[config.mk]
export PLATFORM = sky130hd
export DESIGN_NAME = pipelined_fetch_unit
export DESIGN_NICKNAME = d
export VERILOG_FILES = /design/src/rtl/pipelined_fetch_unit.sv
export SDC_FILE = /design/constraint.sdc
export NUM_CORES = 1
export LEC_CHECK = 0
export BUFFER_PORTS_ARGS = -buffer_cell sky130_fd_sc_hd__buf_2
export CAP_MARGIN = 20
export CORE_ASPECT_RATIO = 1.4
export CORE_MARGIN = 4
export CORE_UTILIZATION = 45
export CTS_BUF_LIST = sky130_fd_sc_hd__clkbuf_16
export DETAILED_ROUTE_END_ITERATION = 10
export GPL_TIMING_DRIVEN = 0
export PLACE_DENSITY = 0.78
export SLEW_MARGIN = 20
export SYNTH_ARGS = -nofsm -noshare
export SYNTH_HDL_FRONTEND = slang
export SYNTH_SLANG_ARGS = --single-unit
[constraint.sdc]
create_clock -name system_clock -period 6.7 [get_ports system_clock]
set_input_delay 1.34 -clock system_clock [delete_from_list [all_inputs] [get_ports system_clock]]
set_output_delay 1.34 -clock system_clock [all_outputs]
set_load 0.02 [all_outputs]
[src/rtl/pipelined_fetch_unit.sv]
// Instruction fetch unit: PC generator, one-deep in-flight tracking for a synchronous
// instruction memory, and a small instruction buffer. Optional macro: IFU_MISALIGN_TRAP_EN.
module pipelined_fetch_unit #(
  parameter int          ADDR_WIDTH = 10,
  parameter logic [31:0] RESET_PC   = 32'h0000_0000,
  parameter int          FIFO_DEPTH = 2
) (
  input  logic                  system_clock,
  input  logic                  reset,
  input  logic                  redirect_valid,
  input  logic [31:0]           redirect_target,
  output logic                  imem_en,
  output logic [ADDR_WIDTH-1:0] imem_addr,
  input  logic [31:0]           imem_data,
  output logic                  instr_valid,
  input  logic                  instr_ready,
  output logic [31:0]           instr,
`ifdef IFU_MISALIGN_TRAP_EN
  output logic                  fetch_fault,
`endif
  output logic [31:0]           instr_pc
);

  localparam int PTR_W = $clog2(FIFO_DEPTH);
  localparam int CNT_W = PTR_W + 1;

  logic [31:0]      pc;
  logic             vld_p1;
  logic [31:0]      pc_p1;
  logic [31:0]      fifo_instr_p2 [FIFO_DEPTH];
  logic [31:0]      fifo_pc_p2    [FIFO_DEPTH];
  logic [PTR_W-1:0] rd_ptr;
  logic [PTR_W-1:0] wr_ptr;
  logic [CNT_W-1:0] count;
  logic             faulted;
  logic             pop;
  logic             push;
  logic             issue;
  logic [CNT_W:0]   occupancy;

  // Issue decision counts both buffered entries and the response still in flight.
  always_comb begin
    pop       = instr_valid && instr_ready;
    push      = vld_p1 && !redirect_valid;
    occupancy = {1'b0, count} + (CNT_W+1)'(vld_p1) - (CNT_W+1)'(pop);
    issue     = reset && !redirect_valid && !faulted &&
                (occupancy < (CNT_W+1)'(FIFO_DEPTH));
  end

  assign imem_en     = issue;
  assign imem_addr   = pc[ADDR_WIDTH+1:2];
  assign instr_valid = (count != '0);
  assign instr       = fifo_instr_p2[rd_ptr];
  assign instr_pc    = fifo_pc_p2[rd_ptr];

  // Stage p0 -> p1: PC advance and in-flight request tracking; p1 -> p2: buffer write.
  always_ff @(posedge system_clock or negedge reset) begin
    if (!reset) begin
      pc     <= RESET_PC;
      vld_p1 <= 1'b0;
      rd_ptr <= '0;
      wr_ptr <= '0;
      count  <= '0;
      for (int i = 0; i < FIFO_DEPTH; i++) begin
        fifo_instr_p2[i] <= '0;
        fifo_pc_p2[i]    <= '0;
      end
    end else if (redirect_valid) begin
      pc     <= redirect_target & 32'hFFFF_FFFC;
      vld_p1 <= 1'b0;
      rd_ptr <= '0;
      wr_ptr <= '0;
      count  <= '0;
    end else begin
      if (issue) begin
        pc <= pc + 32'd4;
      end
      vld_p1 <= issue;
      if (push) begin
        fifo_instr_p2[wr_ptr] <= imem_data;
        fifo_pc_p2[wr_ptr]    <= pc_p1;
        wr_ptr                <= wr_ptr + 1'b1;
      end
      if (pop) begin
        rd_ptr <= rd_ptr + 1'b1;
      end
      count <= count + CNT_W'(push) - CNT_W'(pop);
    end
  end

  // Address of the request in flight; meaningful only while vld_p1 is set.
  always_ff @(posedge system_clock) begin
    if (issue) begin
      pc_p1 <= pc;
    end
  end

`ifdef IFU_MISALIGN_TRAP_EN
  // Fault latches on a misaligned redirect and holds issue off until an aligned one.
  always_ff @(posedge system_clock or negedge reset) begin
    if (!reset) begin
      faulted <= 1'b0;
    end else if (redirect_valid) begin
      faulted <= (redirect_target[1:0] != 2'b00);
    end
  end
  assign fetch_fault = faulted;
`else
  assign faulted = 1'b0;
`endif

endmodule

==> results.rst, run 1 <==
.. list-table::
   :header-rows: 1

   * - Metric
     - Value
   * - Status
     - completed
   * - Global route overflow
     - 0
   * - Vias/cell
     - 5.27
   * - Worst-margin pin slew
     - between 0.8 and 0.9 ns
   * - Final design area excluding fillers
     - between 10000 and 15000 sq um
   * - Relative slew slack
     - between 40% and 50%
   * - # diodes
     - 0
   * - Period Utilization, post-route
     - 80.3%
   * - Floorplan die width
     - 124 microns
   * - Launch instance of the worst min-delay path
     - fifo_instr_p2[30]
   * - Share of the synthesized area in the top cell type
     - between 40% and 50%
   * - Design Power
     - between 4 and 5 mW
   * - Share of post-route cells with drive strength above 1
     - between 40% and 50%
   * - Instance count of the mapped netlist
     - 615
   * - Syn Area/Cell
     - about 14 sq um
   * - Count of flip-flops with a built-in enable after synthesis
     - 30
   * - CTS tree
     - built
   * - Post-detailed-route DRC marker count
     - 0
   * - Post-synth design cell area
     - roughly 8400 sq um
   * - Kind of start point of the critical path
     - input port
   * - Antenna violations before repair
     - 0
   * - Routed WL
     - roughly 18 mm
   * - Worst Setup Path Type
     - in -> out
   * - CTS H-tree lvls
     - 4
   * - ANT nets after route
     - 0
   * - Pin count of the biggest net entering global routing
     - between 90 and 100
   * - CP Data Required Time
     - around 5.4 ns
   * - Core Box Area
     - 18100 sq um
   * - PostCTS Resize Cnt
     - 0
   * - F_max
     - approximately 0.19 GHz
   * - Routed via count
     - ~5400
   * - DP Wirelength
     - around 13 mm
   * - Number of port buffers
     - around 140
   * - Net count reported at finish
     - 851
   * - Count of final hold-check violations
     - 0
   * - YS warnings
     - 0
   * - Maxcap violations
     - 0
   * - Floorplan die height
     - 170 microns
   * - Power per unit of standard cell area
     - roughly 440 nW/um^2
   * - Area growth syn-to-layout
     - 19.3%
   * - Average detailed-routed wire length per instance
     - 17.1 microns
   * - Die area
     - roughly 21000 sq um
   * - # clock sinks
     - ~190
   * - RSZ-0062 raised after global routing
     - false
   * - Max FO, Critical Path
     - 10
   * - Fin crit period
     - about 5.4 ns
   * - Async set or reset register ratio after synthesis
     - 84.1%
   * - Endpoint of the most critical register-to-register path
     - pc[28]
   * - Initial Util
     - between 40% and 50%
   * - GRT Total Usage
     - roughly 18%
   * - Maximum clock skew at final layout
     - about 0.011 ns
   * - Cell taking the most area after synthesis
     - dfrtp_1
   * - Most instantiated library cell after synthesis
     - mux2_2
   * - Critical path capture point type
     - primary output
   * - Setup repair bufs after CTS
     - 0
   * - Launch instance of the worst register-to-register path
     - count[1]
   * - DR pass1 iterations
     - 4
   * - Cell depth of the worst hold path
     - 1
   * - Worst hold margin
     - 0.501 ns
   * - Vias in the first global route
     - roughly 5600
   * - Largest cells by area after synthesis
     - dfrtp_1, mux2_2, edfxtp_1
   * - Final weighted congestion in routability-driven placement
     - approximately 0.83
   * - Clock latency of the later-clocked register in the worst-skew pair
     - about 0.43 ns
   * - Top-Level Pins
     - between 100 and 150
   * - Deepest clock path buffer count
     - 2
   * - Total cell area at the placement stage
     - 9480 sq um
   * - Hold Crit Class
     - reg -> reg
   * - Global-route wire length before repair
     - ~29 mm
   * - Most used flip-flop cell after synthesis
     - dfrtp_1
   * - Reg-to-reg slack, setup
     - 3.08 ns
   * - # setup viols final
     - 0
   * - CTS hold repair buffers
     - 0
   * - Yosys reg bits
     - between 150 and 200
   * - Sequential cell area fraction in the yosys report
     - around 58%
   * - Unique masters post-synth
     - 47
   * - Final number of max-transition violations
     - 0
   * - CP Launch Point
     - instr_ready
   * - Final Core Density
     - between 50% and 60%
   * - Worst EP arrival
     - 4.04 ns
   * - Depth of the most critical reg-to-reg path
     - 11
   * - Starting DRT DRC Count
     - about 270
   * - Inserted Clock Buffers
     - 17
   * - Number of cell rows
     - 58
   * - CTS Root Cell
     - clkbuf_16
   * - Register clock-pin slew on the reported worst setup and hold paths
     - 0.06 ns
   * - Top cells by count, synth
     - mux2_2, dfrtp_1, edfxtp_1, clkbuf_1, nand2_1
   * - Leakage power figure
     - approximately 4.4 nW
   * - Worst voltage drop across the vdd grid
     - between 150 and 200 uV
   * - Worst min-delay path endpoint
     - fifo_instr_p2[30]
## placed cells by master (no fill, tap or decap), types with 2 or more instances in the layout
cell	instances
o31ai_1	9
and2_1	3
nor3b_1	3
nand4_1	4
clkbuf_1	23
xor2_1	3
nor2b_1	5
ha_1	4
clkinv_4	5
or4_1	13
clkbuf_16	17
buf_2	145
nor4_1	4
conb_1	2
or2_2	3
inv_1	12
nand3_1	19
nor3_1	3
a22oi_1	2
a211o_1	2
nand2_1	20
nor4b_1	2
o21ai_0	18
a31oi_1	13
xnor2_1	10
mux2_2	186
nor2_1	19
and4_1	5
or3_1	5
buf_4	16
dfrtp_1	159
edfxtp_1	30
clkinvlp_4	2
buf_1	2
## layer usage
| metal | share of wire [%] | up-vias | wire length [microns] | GRT usage (%) |
|---|---|---|---|---|
| met1 | 41 | 2706 | 7240 | 21.2 |
| met4 | 2.4 | 0 | 417 | 6.02 |
| met5 | 0 | - | 0 | 0 |
| li1 | - | 2570 | - | - |
| met3 | 4.2 | 30 | 744 | 4.16 |
| met2 | 52 | 128 | 9260 | 30.8 |
## sequential cells by signal (all words and copies together), names as in the netlist
name,cells
pc,30
wr_ptr,1
rd_ptr,1
count,2
fifo_instr_p2,64
fifo_pc_p2,60
vld_p1,1
pc_p1,30
## final cells by class
type | count | area, sq um
inverter | 8 | 30.0
buffer | 45 | 224
tap | 240 | 300
clock inverter | 15 | 129
clock buffer | 17 | 425
multi-input combinational | 374 | 3290
sequential | 189 | 4880
timing repair buffer | 143 | 758
fill | 1544 | 8110
## cells by family after synthesis
group	Yosys count	share of synthesized area, %
mux	187	25.0
flops	189	58.0
fa+ha+maj	5	0.833
simple gates	117	7.94
other cells	1	0.0446
buf+inv	53	3.02
xor+xnor	13	1.35
compound gates	50	3.82
## worst max path at each step
stage / to / cells after the start
after floorplan: imem_en / 7
after global placement: imem_en / 4
after detailed placement: imem_en / 12
after CTS: imem_en / 12
after global routing: imem_en / 12
final: imem_en / 12
## power by group
part | switching (mW) | internal (mW) | leakage (nW)
combinational | 0.847 | 0.792 | 1.92
sequential | 0.222 | 1.61 | 2.24
clock | 0.431 | 0.512 | 0.280
## critical path, stage by stage
cell and delay (ns):
buf_2 0.09, and2_1 0.17, ha_1 0.27, nand2b_1 0.15, fa_1 0.38, xor2_1 0.19
clkbuf_1 0.25, nor3_2 0.40, buf_4 0.24, buf_4 0.16, buf_4 0.20, buf_2 0.19
## per-stage QoR
step / std cells / TNS [ns] / worst slack [ns]
6_report: 1031 / 0 / 1.32
2_1_floorplan: 616 / 0 / 0.228
3_3_place_gp: 994 / -66.03 / -3.50
3_5_place_dp: 999 / 0 / 1.27
5_1_grt: 1031 / 0 / 1.13
4_1_cts: 1031 / 0 / 1.27
(Power assumes the default switching activity.)
==> run 2: changes to the inputs <==
==> constraint.sdc (replaced) <==
create_clock -name system_clock -period 5.1 [get_ports system_clock]
set_input_delay 1.02 -clock system_clock [delete_from_list [all_inputs] [get_ports system_clock]]
set_output_delay 1.02 -clock system_clock [all_outputs]
set_load 0.02 [all_outputs]
==> results.rst, run 2 (same netlist as run 1, synthesis figures left out) <==
.. list-table::
   :header-rows: 1

   * - Metric
     - Value
   * - Share of post-route cells with drive strength above 1
     - 48.8% (+0.25 points)
   * - Core Box Area
     - 18100 sq um (unchanged)
   * - Most common cell after layout, fill and taps aside
     - mux2_2
   * - Final weighted congestion in routability-driven placement
     - 0.838 (+1.6%)
   * - Floorplan die height
     - 170 microns (unchanged)
   * - Non-filler instance count after layout
     - 1030 (-0.097%)
   * - Most flops, register
     - fifo_instr_p2
   * - Vias in the first global route
     - 5701 (+0.96%)
   * - Period Utilization, post-route
     - around nine tenths
   * - Layout filler cell count
     - 1533 (-0.71%)
   * - Number of port buffers
     - 138 (unchanged)
   * - Net count reported at finish
     - 849 (-0.24%)
   * - Design Power
     - 5.97 mW (+35%)
   * - Register clock-pin slew on the reported worst setup and hold paths
     - 0.07 ns (about the same)
   * - Antenna violations before repair
     - 1 (+1)
   * - Number of buffer and inverter instances along the worst setup path
     - 3 (-3)
   * - ANT nets after route
     - 0 (unchanged)
   * - CTS hold repair buffers
     - 0 (unchanged)
   * - Worst hold margin
     - 0.495 ns (-0.00540 ns)
   * - Kind of start point of the critical path
     - flip-flop
   * - Slowest stage cell on the critical path
     - nor3_4
   * - Count of final hold-check violations
     - 0 (unchanged)
   * - Final worst setup slack
     - 0.504 ns (-0.817 ns)
   * - GRT Total Usage
     - 17.9% (+0.33 points)
   * - Vias/cell
     - 5.36 (+1.7%)
   * - Maxcap violations
     - 0 (unchanged)
   * - TNS Setup
     - 0 ns (unchanged)
   * - Number of flip-flops under the largest register name
     - 64 (unchanged)
   * - Worst-margin pin slew
     - 0.851 ns (-0.0280 ns)
   * - Pin count of the biggest net entering global routing
     - 90 (-3.2%)
   * - Die area
     - 21000 sq um (unchanged)
   * - Footprint of the multi-input gates
     - 3300 sq um (+0.19%)
   * - Maximum clock skew at final layout
     - 0.00790 ns (-0.00301 ns)
   * - Critical Path Max Stage Delay
     - 0.46 ns (+0.06 ns)
   * - Deepest clock path buffer count
     - 2 (unchanged)
   * - # clock sinks
     - 189 (unchanged)
   * - Fin crit period
     - 4.60 ns
   * - Sequence of cells on the critical path
     - or2_2, and2_1, ha_1, nand2b_1, fa_1, xor2_1, clkbuf_1, nor3_4, buf_8, buf_2
   * - CTS H-tree lvls
     - 4 (unchanged)
   * - Clock latency of the later-clocked register in the worst-skew pair
     - 0.42 ns (about the same)
   * - Worst EP arrival
     - 3.58 ns (-0.46 ns)
   * - Register cell area after layout
     - 4880 sq um (unchanged)
   * - Kind of cell adding the most delay to the critical path
     - simple AND/OR/NAND/NOR gates
   * - Setup repair bufs after CTS
     - 0 (unchanged)
   * - Depth of the most critical reg-to-reg path
     - 11 (unchanged)
   * - CTS tree
     - built
   * - Number of cell rows
     - 58 (unchanged)
   * - Initial Util
     - 46.4% (unchanged)
   * - Launch instance of the worst min-delay path
     - pc[22]
   * - PostCTS Resize Cnt
     - 0 (unchanged)
   * - Hold Crit Class
     - reg -> reg
   * - Average detailed-routed wire length per instance
     - 17.3 microns (+1.1%)
   * - RSZ-0062 raised after global routing
     - false
   * - Post-detailed-route DRC marker count
     - 0 (unchanged)
   * - Worst min-delay path endpoint
     - pc_p1[22]
   * - CTS Root Cell
     - clkbuf_16
   * - Total cell area at the placement stage
     - 9490 sq um (about the same)
   * - Leakage power figure
     - 4.46 nW (+0.61%)
   * - Max FO, Critical Path
     - 16 (+6)
   * - Top-Level Pins
     - 144 (unchanged)
   * - Power per unit of standard cell area
     - 591 nW/um^2 (+34%)
   * - Global route overflow
     - 0 (unchanged)
   * - CP Data Required Time
     - 4.08 ns (-1.28 ns)
   * - Reg-to-reg slack, setup
     - 1.45 ns (-1.63 ns)
   * - Routed WL
     - 17.8 mm (+0.96%)
   * - Endpoint of the most critical register-to-register path
     - pc[28]
   * - Worst setup slack after placement
     - 0.576 ns (-0.691 ns)
   * - Leading registers by flop count
     - fifo_instr_p2 x64, fifo_pc_p2 x60
   * - DP Wirelength
     - 13.0 mm (-0.59%)
   * - Final number of max-transition violations
     - 0 (unchanged)
   * - Floorplan die width
     - 124 microns (unchanged)
   * - Starting DRT DRC Count
     - 289 (+5.9%)
   * - Relative slew slack
     - 43.1% (+1.9 points)
   * - Inserted Clock Buffers
     - 17 (unchanged)
   * - Cells after DPL
     - 997 (-0.20%)
   * - Final design area excluding fillers
     - 10100 sq um (+0.77%)
   * - F_max
     - around 0.22 GHz
   * - Routed via count
     - 5520 (+1.6%)
   * - Launch instance of the worst register-to-register path
     - count[1]
   * - Worst voltage drop across the vdd grid
     - 243 uV (+25%)
   * - Critical path capture point type
     - primary output
   * - # setup viols final
     - 0 (unchanged)
   * - DR pass1 iterations
     - 5 (+1)
   * - Cell depth of the worst hold path
     - 0 (-1)
   * - Status
     - completed
   * - Global-route wire length before repair
     - 29.4 mm (+1.7%)
   * - Most frequent cells in the layout
     - mux2_2, dfrtp_1, buf_2
   * - Final Core Density
     - 55.8% (+0.43 points)
   * - Area growth syn-to-layout
     - 20.2%
   * - Worst Setup Path Type
     - reg -> out
==> run 2: changes by cell type in the layout (fill, tap and decap cells not counted), sizes merged <==
cell / previous run / this run
buf: 165 / 163
bufinv: 1 / 3
clkinv: 6 / 4
clkinvlp: 2 / 0
inv: 14 / 16
diode: 0 / 1
==> run 2: per-layer routing <==
metal | routed length, microns | track usage [%] | vias to the layer above | share of wire, %
met2 | 9570 | 31.7 | 156 | 54
met1 | 7030 | 21.3 | 2769 | 39
li1 | - | - | 2569 | -
met3 | 828 | 3.42 | 26 | 4.6
met5 | 0 | 0 | - | 0
met4 | 408 | 7.08 | 0 | 2.3
==> run 2: final cells by class <==
cell class              instances  share of cell area [%]
flip-flops and latches        189                    48.2
multi-input cells             374                    32.6
repair buffers                141                    7.46
clock buffers                  17                    4.21
well taps                     240                    2.97
plain buffers                  45                    2.21
clock inverters                15                    1.99
inverters                       8                   0.297
diodes                          1                  0.0247
==> run 2: worst max path at each step <==
| stage | from | end | slack [ns] | cells after the start |
|---|---|---|---|---|
| detailed placement | instr_ready | imem_en | 0.58 | 10 |
| floorplan | instr_ready | imem_en | 0.32 | 7 |
| global route | count[1] | imem_en | 0.31 | 10 |
| global placement | reset | imem_en | -3.10 | 4 |
| finish | count[1] | imem_en | 0.50 | 10 |
| CTS | count[1] | imem_en | 0.45 | 10 |
==> run 2: where the power goes <==
group | internal [mW] | leakage, nW | switching, mW
registers | 2.12 | 2.24 | 0.292
logic | 1.04 | 1.91 | 1.13
clock network | 0.792 | 0.313 | 0.604
